==> src/rtl/alu_initiator_pkg.sv <==
// Shared types for the ALU initiator: FSM state encoding, op-code constants
// and the packed command record carried through the command FIFO.
package alu_initiator_pkg;

    typedef enum logic [2:0] {
        ST_IDLE  = 3'd0,
        ST_ISSUE = 3'd1,
        ST_WAIT  = 3'd2,
        ST_RESP  = 3'd3,
        ST_DRAIN = 3'd4
    } state_e;

    // Codes above XOR select the arithmetic operations of the attached ALU.
    localparam logic [2:0] OP_AND = 3'b000;
    localparam logic [2:0] OP_OR  = 3'b001;
    localparam logic [2:0] OP_XOR = 3'b010;

    localparam int CMD_W = 19;

    typedef struct packed {
        logic [2:0] op;
        logic [7:0] x;
        logic [7:0] y;
    } cmd_t;

    function automatic cmd_t pack_cmd(input logic [7:0] x, input logic [7:0] y,
                                      input logic [2:0] op);
        cmd_t c;
        c.op = op;
        c.x  = x;
        c.y  = y;
        return c;
    endfunction

endpackage

==> src/rtl/alu_initiator_cmd_fifo.sv <==
// Command FIFO for the ALU initiator. Registered ready flag, no read bypass:
// an entry pushed on one edge can be popped on the following edge at the earliest.
module alu_cmd_fifo
    import alu_initiator_pkg::*;
#(
    parameter int DEPTH = 4,
    parameter int WIDTH = CMD_W
) (
    input  logic             clk,
    input  logic             resetn,
    input  logic             push,
    input  logic [WIDTH-1:0] push_data,
    input  logic             pop,
    output logic [WIDTH-1:0] pop_data,
    output logic             empty,
    output logic             empty_next,
    output logic             ready
);

    localparam int AW = $clog2(DEPTH);
    localparam logic [AW:0] FULL_LVL = (AW + 1)'(DEPTH);

    logic [WIDTH-1:0] mem_q [DEPTH];
    logic [AW-1:0]    wr_ptr_q, wr_ptr_d;
    logic [AW-1:0]    rd_ptr_q, rd_ptr_d;
    logic [AW:0]      count_q, count_d;
    logic             ready_q, ready_d;
    logic             do_push_s, do_pop_s;

    assign do_push_s = push & ready_q;
    assign do_pop_s  = pop & (count_q != {(AW + 1){1'b0}});

    // Pointer and occupancy update; pointers wrap naturally at a power-of-two depth.
    always_comb begin
        wr_ptr_d = wr_ptr_q;
        rd_ptr_d = rd_ptr_q;
        count_d  = count_q;
        if (do_push_s) begin
            wr_ptr_d = wr_ptr_q + {{(AW - 1){1'b0}}, 1'b1};
        end else begin
            wr_ptr_d = wr_ptr_q;
        end
        if (do_pop_s) begin
            rd_ptr_d = rd_ptr_q + {{(AW - 1){1'b0}}, 1'b1};
        end else begin
            rd_ptr_d = rd_ptr_q;
        end
        case ({do_push_s, do_pop_s})
            2'b10:   count_d = count_q + {{AW{1'b0}}, 1'b1};
            2'b01:   count_d = count_q - {{AW{1'b0}}, 1'b1};
            default: count_d = count_q;
        endcase
        ready_d = (count_d != FULL_LVL);
    end

    // Control state registers; ready stays low while reset is asserted.
    always_ff @(posedge clk) begin
        if (!resetn) begin
            wr_ptr_q <= {AW{1'b0}};
            rd_ptr_q <= {AW{1'b0}};
            count_q  <= {(AW + 1){1'b0}};
            ready_q  <= 1'b0;
        end else begin
            wr_ptr_q <= wr_ptr_d;
            rd_ptr_q <= rd_ptr_d;
            count_q  <= count_d;
            ready_q  <= ready_d;
        end
    end

    // Entry storage; contents are don't-care until written.
    always_ff @(posedge clk) begin
        if (do_push_s) begin
            mem_q[wr_ptr_q] <= push_data;
        end
    end

    assign pop_data   = mem_q[rd_ptr_q];
    assign empty      = (count_q == {(AW + 1){1'b0}});
    assign empty_next = (count_d == {(AW + 1){1'b0}});
    assign ready      = ready_q;

endmodule

==> src/rtl/alu_initiator.sv <==
// ALU initiator: queues operand commands, issues them one at a time to a
// handshake-less ALU, and returns results (or a timeout marker) in order.
module alu_initiator
    import alu_initiator_pkg::*;
#(
    parameter int FIFO_DEPTH = 4,
    parameter int TIMEOUT    = 255
) (
    input  logic        clk,
    input  logic        resetn,
    input  logic        cmd_valid,
    output logic        cmd_ready,
    input  logic [7:0]  cmd_x,
    input  logic [7:0]  cmd_y,
    input  logic [2:0]  cmd_op,
    output logic [7:0]  alu_x,
    output logic [7:0]  alu_y,
    output logic [2:0]  alu_op,
    output logic        alu_begin,
    input  logic        alu_end,
    input  logic [15:0] alu_out,
    output logic        rsp_valid,
    input  logic        rsp_ready,
    output logic [15:0] rsp_data,
    output logic [2:0]  rsp_op,
    output logic        rsp_timeout,
    output logic        busy
);

    localparam logic [7:0] TIMEOUT_C = 8'(TIMEOUT);

    cmd_t        cmd_in_s, head_s;
    logic        push_s, pop_s;
    logic        fifo_empty_s, fifo_empty_next_s, fifo_ready_s;
    logic [7:0]  cnt_inc_s;

    state_e      state_q, state_d;
    cmd_t        opnd_q, opnd_d;
    logic [7:0]  cnt_q, cnt_d;
    logic        alu_begin_q, alu_begin_d;
    logic        rsp_valid_q, rsp_valid_d;
    logic [15:0] rsp_data_q, rsp_data_d;
    logic [2:0]  rsp_op_q, rsp_op_d;
    logic        rsp_timeout_q, rsp_timeout_d;
    logic        busy_q, busy_d;

    assign cmd_in_s = pack_cmd(cmd_x, cmd_y, cmd_op);
    assign push_s   = cmd_valid & fifo_ready_s;

    alu_cmd_fifo #(
        .DEPTH (FIFO_DEPTH),
        .WIDTH (CMD_W)
    ) u_fifo (
        .clk        (clk),
        .resetn     (resetn),
        .push       (push_s),
        .push_data  (cmd_in_s),
        .pop        (pop_s),
        .pop_data   (head_s),
        .empty      (fifo_empty_s),
        .empty_next (fifo_empty_next_s),
        .ready      (fifo_ready_s)
    );

    // Next-state logic; every output is computed here and registered below.
    always_comb begin
        state_d       = state_q;
        opnd_d        = opnd_q;
        cnt_d         = cnt_q;
        alu_begin_d   = 1'b0;
        rsp_valid_d   = rsp_valid_q;
        rsp_data_d    = rsp_data_q;
        rsp_op_d      = rsp_op_q;
        rsp_timeout_d = rsp_timeout_q;
        pop_s         = 1'b0;
        cnt_inc_s     = cnt_q + 8'd1;

        case (state_q)
            ST_IDLE: begin
                // A still-high alu_end belongs to the previous command; never issue over it.
                if (!fifo_empty_s && !alu_end) begin
                    pop_s       = 1'b1;
                    opnd_d      = head_s;
                    alu_begin_d = 1'b1;
                    state_d     = ST_ISSUE;
                end else begin
                    state_d = ST_IDLE;
                end
            end
            ST_ISSUE: begin
                cnt_d   = 8'd0;
                state_d = ST_WAIT;
            end
            ST_WAIT: begin
                if (alu_end) begin
                    rsp_data_d    = alu_out;
                    rsp_timeout_d = 1'b0;
                    rsp_op_d      = opnd_q.op;
                    rsp_valid_d   = 1'b1;
                    state_d       = ST_RESP;
                end else if (cnt_inc_s == TIMEOUT_C) begin
                    cnt_d         = cnt_inc_s;
                    rsp_data_d    = 16'h0000;
                    rsp_timeout_d = 1'b1;
                    rsp_op_d      = opnd_q.op;
                    rsp_valid_d   = 1'b1;
                    state_d       = ST_RESP;
                end else begin
                    cnt_d   = cnt_inc_s;
                    state_d = ST_WAIT;
                end
            end
            ST_RESP: begin
                if (rsp_ready) begin
                    rsp_valid_d = 1'b0;
                    state_d     = ST_DRAIN;
                end else begin
                    state_d = ST_RESP;
                end
            end
            ST_DRAIN: begin
                if (!alu_end) begin
                    state_d = ST_IDLE;
                end else begin
                    state_d = ST_DRAIN;
                end
            end
            default: begin
                state_d = ST_IDLE;
            end
        endcase

        busy_d = (state_d != ST_IDLE) || !fifo_empty_next_s;
    end

    // FSM and output registers.
    always_ff @(posedge clk) begin
        if (!resetn) begin
            state_q       <= ST_IDLE;
            opnd_q        <= pack_cmd(8'h00, 8'h00, 3'b000);
            cnt_q         <= 8'd0;
            alu_begin_q   <= 1'b0;
            rsp_valid_q   <= 1'b0;
            rsp_data_q    <= 16'h0000;
            rsp_op_q      <= 3'b000;
            rsp_timeout_q <= 1'b0;
            busy_q        <= 1'b0;
        end else begin
            state_q       <= state_d;
            opnd_q        <= opnd_d;
            cnt_q         <= cnt_d;
            alu_begin_q   <= alu_begin_d;
            rsp_valid_q   <= rsp_valid_d;
            rsp_data_q    <= rsp_data_d;
            rsp_op_q      <= rsp_op_d;
            rsp_timeout_q <= rsp_timeout_d;
            busy_q        <= busy_d;
        end
    end

    assign cmd_ready   = fifo_ready_s;
    assign alu_x       = opnd_q.x;
    assign alu_y       = opnd_q.y;
    assign alu_op      = opnd_q.op;
    assign alu_begin   = alu_begin_q;
    assign rsp_valid   = rsp_valid_q;
    assign rsp_data    = rsp_data_q;
    assign rsp_op      = rsp_op_q;
    assign rsp_timeout = rsp_timeout_q;
    assign busy        = busy_q;

endmodule

==> config.mk <==
export PLATFORM = sky130hd
export DESIGN_NAME = alu_initiator
export DESIGN_NICKNAME = d
export VERILOG_FILES = /design/src/rtl/alu_initiator_pkg.sv /design/src/rtl/alu_initiator_cmd_fifo.sv /design/src/rtl/alu_initiator.sv
export SDC_FILE = /design/constraint.sdc
export NUM_CORES = 1
export LEC_CHECK = 0
export ABC_AREA = 1
export BUFFER_PORTS_ARGS = -buffer_cell sky130_fd_sc_hd__buf_2
export CORE_MARGIN = 1.5
export CORE_UTILIZATION = 56
export CTS_CLUSTER_DIAMETER = 60
export CTS_CLUSTER_SIZE = 25
export DETAILED_ROUTE_END_ITERATION = 8
export MAX_ROUTING_LAYER = met4
export PLACE_DENSITY = 0.88
export SLEW_MARGIN = 5
export SYNTH_ARGS = -nofsm -noshare
export SYNTH_HDL_FRONTEND = slang
export SYNTH_HIERARCHICAL = 1
export SYNTH_SLANG_ARGS = --single-unit
==> constraint.sdc <==
create_clock -name clk -period 2.9 [get_ports clk]
set_input_delay 0.145 -clock clk [delete_from_list [all_inputs] [get_ports clk]]
set_output_delay 0.145 -clock clk [all_outputs]
set_load 0.02 [all_outputs]
After elaboration in Yosys (flattened, before gate mapping)
Memories as Yosys holds them, arrays and structs flattened. A register that Yosys moved wholly into a read port is not among the register bits.
Cells that the tools add are included.

word-level totals
  output and inout bits = 43
  word-level logic and storage cells = 72
  latch bits = 0
  flip-flop bits (word level) = 42
  input bits = 40
  bits in read-only memories = 0
  bits in writable memories = 76
  memories = 1

memories
  memory        depth  width  rd ports  clocked after memory_dff  write ports  RTL line                      RTL
  u_fifo.mem_q  4      19     1         1                         1            alu_initiator_cmd_fifo.sv:23  logic [WIDTH-1:0] mem_q [DEPTH];

cells by class
  eq/ne operators = 11
  add/subtract/negate cells = 5
  $mul = 0
  bitwise logic cells = 3
  shifts and indexed selects = 0
  $lt $le $gt $ge = 0
  div/mod/pow operators = 0
  reduce and logical (&&, ||, !) cells = 18
  mux-type cells = 22

operators by type and width
  kind                 number
  $mux 16              2
  $pmux 8 s2           1
  $pmux 3 s5           1
  $mux 3               4
  $mux 1               11
  $logic_not 3->1      3
  $add 8x1->8 const B  1
  $eq 8x8->1 const B   1
  $mux 8               1
  $eq 3x2->1 const B   2
  $ne 3x3->1 const B   2
  $pmux 3 s2           1
  $reduce_and 2->1     3
  $reduce_bool 2->1    3
  $reduce_bool 3->1    2
  $add 2x1->2 const B  2
  $logic_not 1->1      4
  $ne 2x2->1 const B   2
  $add 3x1->3 const B  1
  $and 1x1->1          3
  $eq 3x1->1 const B   1
  $eq 3x3->1 const B   1
  $reduce_and 3->1     1
  $sub 3x1->3 const B  1
  5 further kinds      5

Longest topological paths before layout
  depth after elaboration = 11
  gate-level depth with buffers = 19
  mapped depth without buffers = 18

Hierarchy
The synthesis kept the hierarchy.

modules (own cells, without submodules)
  module         area an instance (um^2)  cells each  sequential area each (um^2)  times used
  alu_cmd_fifo   3,363.2                  251         2,482.4                      1
  alu_initiator  2,204.6                  287         1,061.0                      1

Least setup slack after synthesis
OpenSTA, ideal clock, no wires.

  kind = reg-to-reg
  start = register u_fifo.count_q[0]
  end = register busy_q, in the netlist busy
  setup slack = 0.341 ns
  buffers on the path = 1
  required time = 2.786 ns
  period minus slack after synthesis = 2.559 ns
  stages on the path, launching flop included = 18
  arrival = 2.445 ns
  setup time = 0.114 ns
  cells stage by stage = dfxtp_1 -> inv_1 -> nand3_1 -> inv_1 -> nor4_1 -> buf_2 -> nand2_2 -> inv_1 -> ha_1 -> inv_1 -> fa_1 -> o21ai_0 -> inv_1 -> nand2_1 -> nor2_1 -> nand4_1 -> nand2_1 -> nand2_1

between the ends
  longest elaborated chain between the ends = 11
  elaborated cells on any way between the ends = 18
  those cells by class = 2 x add/sub; 2 x eq/ne; 5 x mux; 1 x bitwise; 8 x reduce/logical

RTL lines
  item                                      RTL line                      RTL
  start, declared                           alu_initiator_cmd_fifo.sv:26  logic [AW:0] count_q, count_d;
  start signal, assigned                    alu_initiator_cmd_fifo.sv:61  count_q <= {(AW + 1){1'b0}};
  start signal, assigned                    alu_initiator_cmd_fifo.sv:66  count_q <= count_d;
  $logic_not 3->1 *                         alu_initiator_cmd_fifo.sv:79  assign empty = (count_q == {(AW + 1){1'b0}});
  net fifo_empty_s                          alu_initiator.sv:34           logic fifo_empty_s, fifo_empty_next_s, fifo_ready_s;
  $logic_not 1->1 *                         alu_initiator.sv:81           if (!fifo_empty_s && !alu_end) begin
  $logic_and 1x1->1 *                       alu_initiator.sv:81
  $mux 1 *                                  alu_initiator.sv:81
  $mux 1 *                                  alu_initiator.sv:78           case (state_q)
  $and 1x1->1 *                             alu_initiator_cmd_fifo.sv:31  assign do_pop_s = pop & (count_q != {(AW + 1){1'b0}});
  net u_fifo.do_pop_s                       alu_initiator_cmd_fifo.sv:28  logic do_push_s, do_pop_s;
  $eq 2x1->1 or $eq 2x2->1 (tied branches)  alu_initiator_cmd_fifo.sv:48  case ({do_push_s, do_pop_s})
  $pmux 3 s2 *                              alu_initiator_cmd_fifo.sv:48
  $logic_not 3->1 *                         alu_initiator_cmd_fifo.sv:80  assign empty_next = (count_d == {(AW + 1){1'b0}});
  net fifo_empty_next_s                     alu_initiator.sv:34
  $logic_not 1->1 *                         alu_initiator.sv:133          busy_d = (state_d != ST_IDLE) || !fifo_empty_next_s;
  $logic_or 1x1->1 *                        alu_initiator.sv:133
  end signal, assigned                      alu_initiator.sv:157          busy_q <= busy_d;
  end, declared                             alu_initiator.sv:45           logic busy_q, busy_d;

Mark *: on every way through the listed nets, which the timed path passes. The rest lies on a longest branch.
A chain may end at the register's enable or synchronous reset.

Final worst setup path
Ends and elaborated chain as after synthesis.

==> impl_metrics.py <==
metrics = {
    "synth": {
        "synthesis.area_sq_um": 5568,
        "synth_nets": 586,
        "ys_types": 38,
        "yosys_register_bits": 139,
        "synth-seq-area-share": 0.6364,
        "synth.avg_cell_area_sq_um": 10.35,
        "synth_cells": 538,
        "yosys_warnings": 6,
    },
    "die": {
        "fp.dieW_um": 102.7,
        "row_count": 36,
        "die_h_um": 102.7,
        "core_area_sq_um": 9729,
        "initial_core_util": 0.5723,
        "dieArea_sq_um": 10550,
        "io_pins": 83,
    },
    "detailed_routing": {
        "wl_mm": 12.28,
        "detail_route.wl_per_cell_um": 15.29,
        "vias": 4398,
        "drc_errors": 0,
        "final_antenna_net_count": 0,
        "drt_first_pass_iters": 5,
        "drtIter0Drc": 263,
        "via_per_inst": 5.477,
    },
    "clock_network": {
        "htree_levels": 4,
        "path_clk_slew_ps": 60,
        "cts-root-buf": "clkbuf_8",
        "clk_latency_ps": 530,
        "max-clock-path-buffers": 2,
        "ctsResizeCount": 0,
        "tritoncts": "done",
        "cts_made_buffers": 17,
        "cts_setup_buffers": 0,
        "clock-sinks": 139,
    },
    "cells_and_area": {
        "drive_above_1_share": 0.2134,
        "multi_input_comb_area_sq_um": 1667,
        "fin_nets": 705,
        "final_common_cell": "nor2_1",
        "antennaDiodeCount": 0,
        "layout_common_cells": "nor2_1, buf_2, edfxtp_1",
        "fillers": 673,
        "area.sequential_sq_um": 3543,
        "final_cells": 803,
        "area_growth_pct": 24.18,
    },
    "grt": {
        "grt_use_met1": 0.2737,
        "grt_overflow": 0,
        "grt_max_degree": 40,
        "grt_pass1_vias": 4234,
        "grt_use_total": 0.2508,
        "antenna_found_initial": 0,
        "grt_use_met3": 0.05898,
        "use_met2": 0.4289,
        "grt_pass1_wl_mm": 19.07,
        "grt_busiest_layer": "met2",
    },
    "sta": {
        "finalHoldViolations": 0,
        "tns_ps": 0,
        "max_freq_mhz": 391.7,
        "tightest_slew_ps": 981.9,
        "setup_viol": 0,
        "period_share": 0.8804,
        "rsz0062_at_grt": "no",
        "slew_headroom": 0.3447,
        "slew_violations": 0,
        "fin_skew_ps": 9.885,
        "period_minus_slack_ps": 2553,
    },
    "setup_path": {
        "cp-start-kind": "register",
        "cp-end-kind": "register",
        "critPathRequiredTime_ps": 3330,
        "crit_path_top_delay_cell": "fa_1",
        "arrival_ps": 2980,
        "crit_top_cell": "nand2_1",
        "crit_path_cell_trace": "inv_1, nand3_1, inv_1, nor4_2, nand2_2, inv_1, ha_1, inv_1, fa_1, nand2_1, nand3_1, nand2_1, nand2_1, nor2_1, nand4_1, nand2_1, nand2_1",
        "cp_max_fo": 5,
        "startpoint": "u_fifo/count_q[0]$_SDFF_PN0_",
        "r2r_start": "u_fifo/count_q[0]$_SDFF_PN0_",
        "critical_path_class": "reg2reg",
        "slowest_delay_ps": 380,
    },
    "place": {
        "dp_hpwl_mm": 7.192,
        "io_buffers": 82,
        "place_inst": 736,
        "gp_congestion": 0.8679,
    },
    "status": {
        "status": "completed",
    },
    "power": {
        "ir_worst_vdd_mv": 0.4152,
        "powerDensity_nw_per_um2": 642.8,
        "leakage_nw": 2.767,
    },
    "hold_path": {
        "worstHoldStart": "rsp_ready",
        "holdCritPathClass": "in2reg",
    },
    "run": {
        "drv_cap": 0,
    },
}
power breakdown:
group / internal [mW] / switching, mW
registers: 2.11 / 0.0183
logic: 0.0981 / 0.152
clock network: 1.17 / 0.891
area by class of cell:
| type | count | share of cell area |
|---|---|---|
| Clock buffer | 17 | 0.05990 |
| Clock inverter | 15 | 0.02153 |
| Inverter | 39 | 0.02117 |
| Multi-Input combinational cell | 334 | 0.2410 |
| Sequential cell | 139 | 0.5125 |
| Tap cell | 133 | 0.02407 |
| Timing Repair Buffer | 126 | 0.1198 |
state kept, by name (all words and copies together) (netlist names), 2 cells and up, named ones only:
name	flops
u_fifo/mem_q	76
rsp_data	16
alu_x	8
alu_y	8
cnt_q	8
alu_op	3
rsp_op	3
state_q	3
u_fifo/count_q	3
u_fifo/rd_ptr_q	2
u_fifo/wr_ptr_q	2
path summary, 6_finish.rpt:
path	cells past startpoint	to	slack [ps]
max reg2reg	17	busy$_SDFF_PN0_	350
min reg2reg	2	rsp_data[12]$_SDFFE_PN0P_	460
max	17	busy$_SDFF_PN0_	350
min	5	state_q[2]$_SDFF_PN0_	40
kinds of logic (layout without fill, tap and decap cells):
| kind of cell | Yosys count | after routing | synth area share |
|---|---|---|---|
| AO/OA/AOI/OAI | 118 | 118 | 0.1157 |
| XOR/XNOR | 2 | 2 | 0.003147 |
| adder cells (fa/ha/maj) | 8 | 8 | 0.01933 |
| buffers and inverters | 65 | 197 | 0.06539 |
| flip-flops | 139 | 139 | 0.6364 |
| AND/OR/NAND/NOR | 206 | 206 | 0.1600 |
Yosys cell counts, drive strengths merged:
cell type | count | area, sq um
a211oi | 1 | 7.510
a21oi | 35 | 190.2
buf | 13 | 130.1
clkbuf | 11 | 66.32
dfxtp | 63 | 1261
dlygate4sd1 | 1 | 8.760
dlymetal6s2s | 1 | 12.51
edfxtp | 76 | 2282
fa | 1 | 20.02
ha | 7 | 87.58
inv | 39 | 146.4
nand2 | 67 | 271.5
nand3 | 32 | 170.2
nand4 | 4 | 25.02
nor2 | 97 | 379.1
nor3 | 3 | 26.28
nor4 | 2 | 12.51
o21ai | 61 | 312.8
o21bai | 2 | 15.01
o22ai | 19 | 118.9
or2 | 1 | 6.260
xor2 | 2 | 17.52
layer usage:
metal  wire (um)  part of all wire
met1        4734              0.39
met5           0                 0
met2        6401              0.52
met4         325             0.026
met3         815             0.066
worst max-delay path: cells and delay by family, from the launching register on:
| kind | cells | cell delay, ps |
|---|---|---|
| AND/OR/NAND/NOR | 11 | 1260 |
| flip-flops | 1 | 340 |
| adder cells (fa/ha/maj) | 2 | 540 |
| buffers and inverters | 4 | 300 |
per-stage QoR:
stage	worst slack [ps]	instance area [sq um]	power, mW	hold slack, ps	util
floorplan	341.4	5568	2.302	243.9	-
global placement	548.7	6001	2.374	351.9	0.6168
detailed placement	432.1	6001	2.385	359.6	0.6168
CTS	376.2	6914	4.461	30.57	0.7106
global route	117.7	6914	4.574	74.33	0.7106
finish	347.0	6914	4.445	35.98	0.7106
what timing repair did:
action,in CTS,in global routing
endpoints found under the hold margin,92,0
setup endpoints to repair,0,0
hold buffers,35,0
Power figures use the tool's default switching activity.
